## config.mk

```make
export PLATFORM = sky130hd
export DESIGN_NAME = peripheral_msi_arbiter_ahb4
export DESIGN_NICKNAME = d
export VERILOG_FILES = /design/src/rtl/peripheral_msi_arbiter_ahb4.sv
export SDC_FILE = /design/constraint.sdc
export NUM_CORES = 1
export LEC_CHECK = 0
export BUFFER_PORTS_ARGS = -buffer_cell sky130_fd_sc_hd__buf_2
export CAP_MARGIN = 20
export CORE_UTILIZATION = 41
export CTS_BUF_LIST = sky130_fd_sc_hd__clkbuf_16
export DETAILED_ROUTE_END_ITERATION = 10
export MAX_ROUTING_LAYER = met4
export PLACE_DENSITY = 0.61
export SLEW_MARGIN = 20
export SYNTH_ARGS = -nofsm -noshare
export SYNTH_HDL_FRONTEND = slang
export SYNTH_SLANG_ARGS = --single-unit
export TNS_END_PERCENT = 50
```

## constraint.sdc

```tcl
create_clock -name HCLK -period 7.5 [get_ports HCLK]
set_input_delay 1.125 -clock HCLK [delete_from_list [all_inputs] [get_ports HCLK]]
set_output_delay 1.125 -clock HCLK [all_outputs]
set_load 0.02 [all_outputs]
```

## src/rtl/peripheral_msi_arbiter_ahb4.sv

```systemverilog
// AHB4-Lite bus arbiter for the MSI interconnect. It selects one requester per address phase
// and publishes a registered one-hot grant together with the address-phase and data-phase owner indices.
module peripheral_msi_arbiter_ahb4 #(
  parameter int MASTERS        = 3,
  parameter int PRIO_BITS      = 3,
  parameter int MODE           = 1,
  parameter int MAX_HOLD       = 16,
  parameter int DEFAULT_MASTER = 0
) (
  input  logic                           HCLK,
  input  logic                           HRESET,
  input  logic [MASTERS*PRIO_BITS-1:0]   mst_priority,
  input  logic [MASTERS-1:0]             mst_HSEL,
  input  logic [MASTERS*2-1:0]           mst_HTRANS,
  input  logic [MASTERS-1:0]             mst_HMASTLOCK,
  input  logic                           HREADY,
  output logic [MASTERS-1:0]             grant,
  output logic [$clog2(MASTERS)-1:0]     grant_idx,
  output logic [$clog2(MASTERS)-1:0]     data_idx,
  output logic                           locked
);

  localparam int IW = $clog2(MASTERS);
  localparam int HW = (MAX_HOLD < 1) ? 1 : $clog2(MAX_HOLD + 1);
  localparam bit HOLD_EN = (MAX_HOLD != 0);
  localparam logic [HW-1:0] HOLD_MAX = HW'(MAX_HOLD);
  localparam logic [IW-1:0] DEF_IDX = IW'(DEFAULT_MASTER);
  localparam logic [IW-1:0] RR_INIT = IW'(MASTERS - 1);
  localparam logic [MASTERS-1:0] ONE_OH = {{(MASTERS-1){1'b0}}, 1'b1};
  localparam logic [MASTERS-1:0] DEF_OH = ONE_OH << DEFAULT_MASTER;

  typedef enum logic [0:0] {ST_PARK = 1'b0, ST_OWN = 1'b1} state_t;

  state_t                r_state;
  state_t                w_state_nxt;
  logic [MASTERS-1:0]    r_grant;
  logic [IW-1:0]         r_grant_idx;
  logic [IW-1:0]         r_data_idx;
  logic                  r_locked;
  logic [IW-1:0]         r_rr;
  logic [HW-1:0]         r_hold;
  logic [HW-1:0]         w_hold_nxt;

  logic [PRIO_BITS-1:0]  w_pri [MASTERS];
  logic [MASTERS-1:0]    w_req;
  logic [MASTERS-1:0]    w_cand;
  logic [MASTERS-1:0]    w_top;
  logic [1:0]            w_own_trans;
  logic                  w_own_lock;
  logic                  w_cont;
  logic                  w_others;
  logic                  w_expiry;
  logic                  w_arb;
  logic                  w_any;
  logic                  w_change;
  logic [PRIO_BITS-1:0]  w_max;
  logic [IW-1:0]         w_win_fix;
  logic [IW-1:0]         w_win_rr;
  logic [IW-1:0]         w_win;
  logic [IW-1:0]         w_next_idx;
  logic [MASTERS-1:0]    w_next_oh;

  for (genvar g = 0; g < MASTERS; g++) begin : g_pri
    assign w_pri[g] = mst_priority[g*PRIO_BITS +: PRIO_BITS];
  end

  // Request decode and the current owner's transfer/lock view
  always_comb begin
    w_req       = '0;
    w_own_trans = 2'b00;
    w_own_lock  = 1'b0;
    for (int i = 0; i < MASTERS; i++) begin
      w_req[i]    = mst_HSEL[i] & (mst_HTRANS[2*i +: 2] == 2'b10);
      w_own_trans = w_own_trans | ({2{r_grant[i]}} & mst_HTRANS[2*i +: 2]);
      w_own_lock  = w_own_lock | (r_grant[i] & mst_HMASTLOCK[i]);
    end
  end

  // SEQ and BUSY both have bit 0 set: the owner is inside a burst and must not be pre-empted
  assign w_cont   = w_own_trans[0];
  assign w_others = |(w_req & ~r_grant);
  assign w_expiry = HOLD_EN && (r_hold == HOLD_MAX);
  assign w_arb    = HREADY & ~w_cont & ~w_own_lock;
  assign w_cand   = w_expiry ? (w_req & ~r_grant) : w_req;
  assign w_any    = |w_cand;

  // Winner selection: highest priority, then fixed or round-robin tie-break
  always_comb begin
    int idx;
    idx       = 0;
    w_max     = '0;
    w_top     = '0;
    w_win_fix = '0;
    w_win_rr  = '0;
    for (int i = 0; i < MASTERS; i++) begin
      w_max = (w_cand[i] && (w_pri[i] > w_max)) ? w_pri[i] : w_max;
    end
    for (int i = 0; i < MASTERS; i++) begin
      w_top[i] = w_cand[i] && (w_pri[i] == w_max);
    end
    for (int i = MASTERS - 1; i >= 0; i--) begin
      w_win_fix = w_top[i] ? IW'(i) : w_win_fix;
    end
    // Scan farthest-first so the nearest candidate after the pointer is written last
    for (int k = MASTERS; k >= 1; k--) begin
      idx = (int'(r_rr) + k) % MASTERS;
      for (int i = 0; i < MASTERS; i++) begin
        w_win_rr = (w_top[i] && (i == idx)) ? IW'(i) : w_win_rr;
      end
    end
  end

  assign w_win      = (MODE == 1) ? w_win_rr : w_win_fix;
  assign w_next_idx = w_any ? w_win : DEF_IDX;
  assign w_next_oh  = ONE_OH << w_next_idx;
  assign w_change   = w_arb && (w_next_idx != r_grant_idx);

  // Hold counter: counts owner beats while someone else is waiting
  always_comb begin
    w_hold_nxt = r_hold;
    if (!HREADY) begin
      w_hold_nxt = r_hold;
    end else if (w_change || !w_others) begin
      w_hold_nxt = '0;
    end else if (w_own_trans[1] && (r_hold != HOLD_MAX)) begin
      w_hold_nxt = r_hold + HW'(1);
    end else begin
      w_hold_nxt = r_hold;
    end
  end

  // Next state: an arbitration point decides PARK/OWN, a retained bus stays OWN
  always_comb begin
    w_state_nxt = r_state;
    if (w_arb) begin
      w_state_nxt = w_any ? ST_OWN : ST_PARK;
    end else if (HREADY) begin
      w_state_nxt = ST_OWN;
    end else begin
      w_state_nxt = r_state;
    end
  end

  // Registered grant, owner indices, lock flag, RR pointer and hold counter
  always_ff @(posedge HCLK) begin
    if (HRESET) begin
      r_state     <= ST_PARK;
      r_grant     <= DEF_OH;
      r_grant_idx <= DEF_IDX;
      r_data_idx  <= DEF_IDX;
      r_locked    <= 1'b0;
      r_rr        <= RR_INIT;
      r_hold      <= '0;
    end else begin
      r_state <= w_state_nxt;
      r_hold  <= w_hold_nxt;
      if (HREADY) begin
        r_data_idx <= r_grant_idx;
        r_locked   <= w_own_lock;
        if (w_arb) begin
          r_grant     <= w_next_oh;
          r_grant_idx <= w_next_idx;
          if ((MODE == 1) && w_any) begin
            r_rr <= w_win;
          end
        end
      end
    end
  end

  assign grant     = r_grant;
  assign grant_idx = r_grant_idx;
  assign data_idx  = r_data_idx;
  assign locked    = r_locked;

endmodule
```

; ---- After elaboration in Yosys (flattened, before gate mapping)
; Cells that the tools add are included.
[word_totals]
out_inout_bits = 8
register_bits = 15
inputBits = 24
[op_classes]
bitwise = 19
add_sub_neg = 4
eq_ne = 15
n_lt_le_gt_ge = 3
n_reduce_logical = 26
shift = 1
mux = 15
div = 3
[op_table]
columns = operator, count
row1 = "2-bit by 32-bit == test with 1-bit output, first input constant", 3
row2 = "3-bit by 32-bit == test with 1-bit output, first input constant", 3
row3 = "32-bit by 3-bit modulo with 32-bit output, second input constant", 3
row4 = 32-bit zero test, 2
row5 = 1-bit logical AND, 16
row6 = 2-bit 2-to-1 mux, 8
row7 = 3-bit 2-to-1 mux, 4
row8 = 5-bit 2-to-1 mux, 2
row9 = 3-bit == test, 3
row10 = 1-bit AND, 8
row11 = "2-bit by 2-bit adder with 3-bit output, second input constant", 2
row12 = 2-bit AND, 3
row13 = "2-bit == test, second input constant", 3
row14 = 3-bit > comparator, 2
row15 = 3-bit OR reduction, 2
row16 = "5-bit by 1-bit adder with 5-bit output, second input constant", 1
row17 = "5-bit == test, second input constant", 1
row18 = "5-bit != test, second input constant", 1
row19 = 2-bit bitwise OR, 2
row20 = 2-bit AND reduction, 2
row21 = "2-bit by 1-bit adder with 3-bit output, second input constant", 1
row22 = 3-bit AND, 1
row23 = "3-bit by 1-bit > comparator with 1-bit output, second input constant", 1
row24 = 3-bit NOT, 1
row25 = 9 further kinds, 11

; ---- Depth between registers and ports, before layout
; Gate-level depths: netlist of the first run.
[depth]
word_depth = 29
ltp_mapped = 23
mapped_depth_nobuf = 23

; ---- Least setup slack after synthesis of the first run
; OpenSTA, ideal clock, no wires.
[synth_path]
path_type = input-to-reg
startpoint = input mst_HTRANS[0]
endpoint = register r_hold[1]
t_arrival_ps = 5435
cell_stages = 20
slack_ps = 1977
n_path_buf = 0
cell_sequence = nand3b_1 > a21oi_2 > and2_4 > inv_2 > ha_1 > nand3_1 > o211ai_1 > nor2_1 > nor2_1 > a21oi_1 > ha_1 > a211oi_1 > nor3_2 > o311a_1 > o2111ai_1 > o21ai_0 > o41a_1 > o41ai_4 > nand3_4 > o32ai_2
[synth_via]
elab_chain_cells = 29
elab_cells_between_ends = 50
classes_between = 2 x order compare / 5 x eq/ne / 14 x mux / 8 x bitwise / 21 x reduce/logical
[synth_rtl]
columns = item, line
row1 = start: declaration, 14  ; input logic [MASTERS*2-1:0] mst_HTRANS,
row2 = 2-bit == test, 73  ; w_req[i] = mst_HSEL[i] & (mst_HTRANS[2*i +: 2] == 2'b10);
row3 = 1-bit AND, 73
row4 = 3-bit AND, "81, 84"
row5 = 3-bit 2-to-1 mux, 84  ; assign w_cand = w_expiry ? (w_req & ~r_grant) : w_req;
row6 = 1-bit logical AND, 96  ; w_max = (w_cand[i] && (w_pri[i] > w_max)) ? w_pri[i] : w_max;
row7 = 3-bit 2-to-1 mux, 96
row8 = 3-bit > comparator, 96
row9 = 1-bit logical AND, 96
row10 = [7 not listed], n/a
row11 = 1-bit 2-to-1 mux, 108  ; w_win_rr = (w_top[i] && (i == idx)) ? IW'(i) : w_win_rr;
row12 = 2-bit 2-to-1 mux (7 in series), 108
row13 = 2-bit 2-to-1 mux, 114  ; assign w_next_idx = w_any ? w_win : DEF_IDX;
row14 = 2-bit != test, 116  ; assign w_change = w_arb && (w_next_idx != r_grant_idx);
row15 = 1-bit logical AND, 116
row16 = 1-bit logical OR *, 123  ; end else if (w_change || !w_others) begin
row17 = 2-bit nonzero test (no line), n/a
row18 = 2-bit AND reduction (no line), n/a
row19 = end signal: assignment, 156  ; r_hold <= w_hold_nxt;
row20 = end: declaration, 41  ; logic [HW-1:0] r_hold;
; Mark *: on every way between the ends. The rest lies on a longest branch, timed or not.
; A chain may end at the register's enable or synchronous reset.

; ---- Worst setup path in the final report of the first run
; Ends and elaborated chain as after synthesis.

==> key figures, run 1 <==
Outcome
  • Status: finished, final reports clean

STA
  • Max Fclk: 0.157 GHz
  • Worst Max-Slew Pin Slew: 0.778 ns
  • Slew headroom: 47.8%
  • RSZ-0062 raised after global routing: false
  • Fin crit share: 84.9%
  • Final hold vios: 0
  • Setup TNS Final: 0 ns
  • Final Max Slew Viols: 0
  • Fin Clk Skew: 0.00406 ns
  • Final setup viols: 0
  • Final critical-path required period: 6.37 ns

Worst setup path
  • Crit path arrival time: 6.53 ns
  • CP Max Fanout: 7
  • CP endpoint kind: flop
  • Critical path endpoint: r_hold[1]
  • Crit Reg-Reg Startpoint: r_hold[0]
  • Worst R2R End: r_hold[1]
  • Critical setup path kind: in2reg
  • Critical Path RT: 7.66 ns
  • Reg2Reg Depth: 22
  • Crit path from: mst_HTRANS[0]
  • Setup crit start kind: input pin
  • R2r setup slk: 1.40 ns

Cells and area
  • Layout Utilization: 52.1%
  • Multi-input logic area: 0.00110 mm^2
  • Commonest non-fill, non-tap cell in the layout: buf_2
  • Ant diodes: 0
  • Layout area overhead: 19.2%
  • Layout cell share with drive strength beyond 1: 22.6%
  • Most frequent cells in the layout: buf_2 (31), inv_1 (19), a21oi_1 (16), nor2_1 (15), dfxtp_1 (15)
  • # fillers: 360
  • Final nets: 257
  • Non-Filler Instances: 267
  • Sequential cell area: 300 um^2

Clock network
  • CTS H-tree depth: 1
  • CTS tree: yes
  • Clock sinks: 15
  • Setup bufs post-CTS: 0
  • CTS Buffer Depth: 2
  • Count of cells resized by post-cts repair: 0
  • Inserted Clock Buffers: 3
  • CTS root buf: clkbuf_16
  • Skew-Pair Late Insertion Delay: 0.25 ns
  • Reg clk slew, reported paths: 0.05 ns
  • Cts hold-fix bufs: 0

Job
  • Max-cap violations: 0

Die
  • Row cnt: 21
  • Core area: 0.00342 mm^2
  • IO Count: 32
  • Die Wd: 62.3 um
  • Die height: 62.3 um
  • Die area: 0.00389 mm^2
  • Starting Density: 43.7%

Synth
  • Area leader, netlist: dfxtp_1
  • Mapped Avg Cell Area: 7.94 um^2
  • Syn_nets: 223
  • Ys flop type: dfxtp_1
  • Area contributors post-synth: dfxtp_1 (20%), ha_1 (9.2%), a21oi_1 (5.4%), inv_1 (4.8%), nor2_1 (3.8%)
  • Mapped Area: 0.00149 mm^2
  • Synth async-reset ratio: 0%
  • Post-synth EDFFs: 0
  • Unique masters post-synth: 62
  • Synth Instances: 188
  • Synth Warn #: 0
  • Synth top area share: 20.1%
  • FF+latch count, synth: 15
  • Seq/Total Area, Yosys: 20.1%

GRT
  • Global-route wire length before repair: 7500 um
  • Antenna violations before repair: 0
  • GRT Util Overall: 24.7%
  • Largest net degree at the start of global routing: 13
  • Grt ovf: 0
  • Met3 global-route usage: 5.15%
  • Vias in the first global route: 1530
  • GR peak layer: met2
  • Met2 Use GR: 36.5%
  • Met1 usage: 34.6%

Pwr
  • Gate power share: 23.6%
  • Int Power: 0.000176 W
  • Clock power share: 43.1%
  • Switch share: 29.7%
  • Sw power: 0.0000741 W
  • Sequential Power Share: 33.3%
  • Peak supply drop: 0.0806 mV
  • Static leakage: 0.725 nW
  • Pwr Density: 140 mW/mm^2

Drt
  • 1st-iter DRT viols: 133
  • Detailed Routing Iterations Pass 1: 4
  • Via density per instance: 6.11
  • Detailed-route via count: 1631
  • Detailed-route DRC error count: 0
  • Routed wire length: 4410 um
  • Drt wl/cell: 16.5 um
  • ANT nets after route: 0

Place
  • HPWL Detailed: 3500 um
  • Placed cells: 263
  • Gpl congestion: 0.915
  • Port bufs: 31

Worst hold path
  • Tightest Hold Check Type: reg2reg
-- worst max-delay path, cell delays in order --
cell and delay, ns:
buf_2 0.11, nand3b_1 0.19, a21oi_2 0.25, and2_4 0.22, inv_2 0.05, ha_1 0.30
nand3_1 0.14, o211ai_1 0.28, nor2_1 0.44, nor2_1 0.08, a21oi_1 0.15, ha_1 0.26
a211oi_1 0.65, nor3_2 0.24, o311a_1 0.41, o2111ai_1 0.10, o21ai_0 0.20, o41a_1 0.39
o41ai_4 0.51, nand3_4 0.16, o32ai_2 0.27
-- cells in the mapped netlist, types with 3 or more instances --
library cell and number:
inv_1 19, a21oi_1 16, dfxtp_1 15, nor2_1 15, nand2_1 12, ha_1 11, nand3_1 10, o21ai_0 7
a31oi_1 5, o22ai_1 5, a211oi_1 4, a221oi_1 3, mux2i_1 3, nor4_1 3
-- cells by family (layout without fill, tap and decap cells) --
family / count (synthesis) / after routing / synth area share, %
flops: 15 / 15 / 20.1
simple gates: 63 / 63 / 24.9
compound gates: 71 / 71 / 36.7
buf+inv: 23 / 56 / 5.87
xor+xnor: 2 / 2 / 1.17
mux: 3 / 3 / 2.01
fa+ha+maj: 11 / 11 / 9.22
-- stage by stage --
step / worst slack (ns) / hold WS (ns) / instance area, um^2 / power, W
final: 1.13 / 0.491 / 1780 / 0.000250
after global routing: 0.720 / 0.524 / 1780 / 0.000263
after CTS: 1.22 / 0.495 / 1780 / 0.000250
after detailed placement: 0.996 / 0.488 / 1700 / 0.000142
after global placement: 1.10 / 0.470 / 1700 / 0.000142
after floorplan: 1.98 / 0.463 / 1490 / 0.000123
-- layout make-up --
cell class / count / share of cell area (%)
multi-input combinational: 150 / 62.1
sequential: 15 / 16.9
timing repair buffer: 31 / 8.72
inverter: 21 / 4.43
clock buffer: 3 / 4.22
tap: 46 / 3.23
clock inverter: 1 / 0.422
-- power by group through the flow --
stage / Combinational (W) / Sequential, W / Clock [W]
floorplan: 0.0000369 / 0.0000857 / 0
global placement: 0.0000577 / 0.0000847 / 0
detailed placement: 0.0000575 / 0.0000848 / 0
CTS: 0.0000578 / 0.0000831 / 0.000109
global route: 0.0000653 / 0.0000834 / 0.000114
finish: 0.0000589 / 0.0000832 / 0.000108
-- registers in the layout (all words and copies together) (netlist names) --
signal / cells
r_hold: 5
r_rr: 2
grant: 3
locked: 1
grant_idx: 2
data_idx: 2
-- worst min-delay path by stage --
stage	startpoint	end	slack, ns	depth (start not counted)
2_1_floorplan	r_rr[1]	r_rr[1]	0.46	1
3_3_place_gp	data_idx[1]	data_idx[1]	0.47	2
3_5_place_dp	data_idx[0]	data_idx[0]	0.49	2
4_1_cts	locked	locked	0.50	2
5_1_grt	r_rr[0]	r_rr[0]	0.52	2
6_report	locked	locked	0.49	2
-- metal layers --
layer	share of wire (%)	vias up
li1	-	798
met1	49	780
met2	46	43
met3	3.7	10
met4	1.6	0
met5	0	-
(Power assumes the default switching activity.)
==> run 2: changes to the inputs <==
==> constraint.sdc (replaced) <==
create_clock -name HCLK -period 6.3 [get_ports HCLK]
set_input_delay 0.945 -clock HCLK [delete_from_list [all_inputs] [get_ports HCLK]]
set_output_delay 0.945 -clock HCLK [all_outputs]
set_load 0.02 [all_outputs]
==> run 2 against run 1 <==
  * Routed wire length shrank 0.59%
  * Non-clock buffer count up 8
  * Via count is 0.31% lower
  * Combinational power is 26% higher
  * Design area increased by 3.2%
  * Register-to-register slack lost 0.84 ns
  * Clock-buffer cell count is the same
  * Core utilization rose by 1.7 points
  * Flip-flop and latch count unchanged
==> key figures, run 2 (synthesized netlist as in run 1, its figures left out) <==
Outcome
  • Status: finished, final reports clean

Worst hold path
  • Tightest Hold Check Type: reg2reg

Drt
  • ANT nets after route: 0
  • Drt wl/cell: 15.9 um
  • Routed wire length: 4380 um
  • 1st-iter DRT viols: 140
  • Detailed-route DRC error count: 0
  • Via density per instance: 5.91
  • Detailed-route via count: 1626
  • Detailed Routing Iterations Pass 1: 5

GRT
  • Vias in the first global route: 1504
  • Largest net degree at the start of global routing: 13
  • Grt ovf: 0
  • GRT Util Overall: 23.1%
  • Antenna violations before repair: 0
  • Global-route wire length before repair: 6970 um

Worst setup path
  • Crit path arrival time: 5.97 ns
  • Crit path cell chain: buf_2, nand3b_1, a21oi_2, and2_4, inv_2, ha_1, nand2_1, o21ai_0, nand3_1, a21boi_0, ha_1, nand3_1, o21ai_0, o32a_4, a221oi_1, o22ai_1, o41a_1, o41ai_4, nand3_4, o32ai_2
  • R2r setup slk: 0.56 ns
  • Critical setup path kind: in2reg
  • Reg2Reg Depth: 22
  • CP max stage cell: o41ai_4
  • Worst R2R End: r_hold[1]
  • Crit path from: mst_HTRANS[0]
  • CP endpoint kind: flop
  • Crit Reg-Reg Startpoint: r_hold[1]
  • Critical Path RT: 6.46 ns
  • CP Max Fanout: 6
  • Setup crit start kind: input pin
  • Critical path endpoint: r_hold[1]
  • Peak per-stage delay on the critical path: 0.53 ns

Cells and area
  • Layout Utilization: 53.8%
  • Most frequent cells in the layout: buf_2 (31), inv_1 (19), a21oi_1 (16), nor2_1 (15), dfxtp_1 (15)
  • Ant diodes: 0
  • Largest register FFs: 5
  • Layout area overhead: 23.1%
  • Top reg by flops: r_hold
  • # fillers: 350
  • Commonest non-fill, non-tap cell in the layout: buf_2
  • Final instance area: 0.00184 mm^2
  • Final nets: 265
  • Layout cell share with drive strength beyond 1: 25.3%

STA
  • Worst setup margin: 0.497 ns
  • Final critical-path required period: 5.80 ns
  • Max Fclk: 0.172 GHz
  • Fin crit share: 92.1%
  • Hold_ws: 0.500 ns
  • Fin Clk Skew: 0.00292 ns
  • Final Max Slew Viols: 0
  • Final setup viols: 0
  • RSZ-0062 raised after global routing: false
  • Slew headroom: 57.5%
  • Final hold vios: 0
  • Worst Max-Slew Pin Slew: 0.630 ns
  • Setup TNS Final: 0 ns

Clock network
  • Setup bufs post-CTS: 0
  • CTS root buf: clkbuf_16
  • CTS tree: yes
  • Reg clk slew, reported paths: 0.05 ns
  • CTS Buffer Depth: 2
  • Cts hold-fix bufs: 0
  • Inserted Clock Buffers: 3
  • Count of cells resized by post-cts repair: 0
  • Clock sinks: 15
  • CTS H-tree depth: 1
  • Skew-Pair Late Insertion Delay: 0.25 ns

Place
  • HPWL Detailed: 3510 um
  • Port bufs: 31
  • Area of placed instances: 0.00176 mm^2
  • Gpl congestion: 0.928
  • Worst slack, placed: 0.409 ns

Pwr
  • Sequential Power Share: 33.4%
  • Static leakage: 0.767 nW
  • Gate power share: 25.0%
  • Switch share: 28.7%
  • Sw power: 0.0000852 W
  • Peak supply drop: 0.0971 mV
  • Clock power share: 41.6%
  • Int Power: 0.000211 W
  • Pwr Density: 161 mW/mm^2

Die
  • Core area: 0.00342 mm^2
  • Die Wd: 62.3 um
  • Starting Density: 43.7%
  • IO Count: 32
  • Die area: 0.00389 mm^2
  • Row cnt: 21
  • Die height: 62.3 um

Job
  • Max-cap violations: 0
run 2: stage by stage:
stage,cells,total power (W)
floorplan,188,0.000146
global route,275,0.000310
finish,275,0.000297
CTS,275,0.000297
global placement,271,0.000173
detailed placement,271,0.000173
run 2: worst min path at each step:
stage	start	end	slack, ns	cells past startpoint
2_1_floorplan	r_rr[1]	r_rr[1]	0.46	1
3_3_place_gp	data_idx[1]	data_idx[1]	0.47	2
3_5_place_dp	data_idx[1]	data_idx[1]	0.50	2
4_1_cts	locked	locked	0.51	2
5_1_grt	r_rr[1]	r_rr[1]	0.53	1
6_report	data_idx[1]	data_idx[1]	0.50	2
run 2: critical path: cells and delay by family:
kind            cells  cell delay [ns]
compound gates     10             3.36
fa+ha+maj           2             0.61
buf+inv             2             0.16
simple gates        6             0.88
run 2: layout make-up:
class / instances / area [um^2] / area share, %
tap: 46 / 57.6 / 3.13
clock inverter: 1 / 5.00 / 0.272
timing repair buffer: 39 / 215 / 11.7
clock buffer: 3 / 75.1 / 4.09
inverter: 21 / 78.8 / 4.29
sequential: 15 / 300 / 16.3
multi-input combinational: 150 / 1100 / 60.1
run 2: power groups by stage:
stage          registers, W  clock network [W]  logic [W]
5_1_grt           0.0000994           0.000130  0.0000807
2_1_floorplan      0.000102                  0  0.0000440
6_report          0.0000991           0.000123  0.0000742
3_5_place_dp       0.000101                  0  0.0000724
4_1_cts           0.0000990           0.000126  0.0000728
3_3_place_gp       0.000101                  0  0.0000723
run 2: routing by layer:
layer / part of all wire (%) / GRT usage (%)
met5: 0 / -
met4: 1.1 / 6.69
met3: 4.3 / 4.60
met2: 48 / 35.4
met1: 47 / 30.6
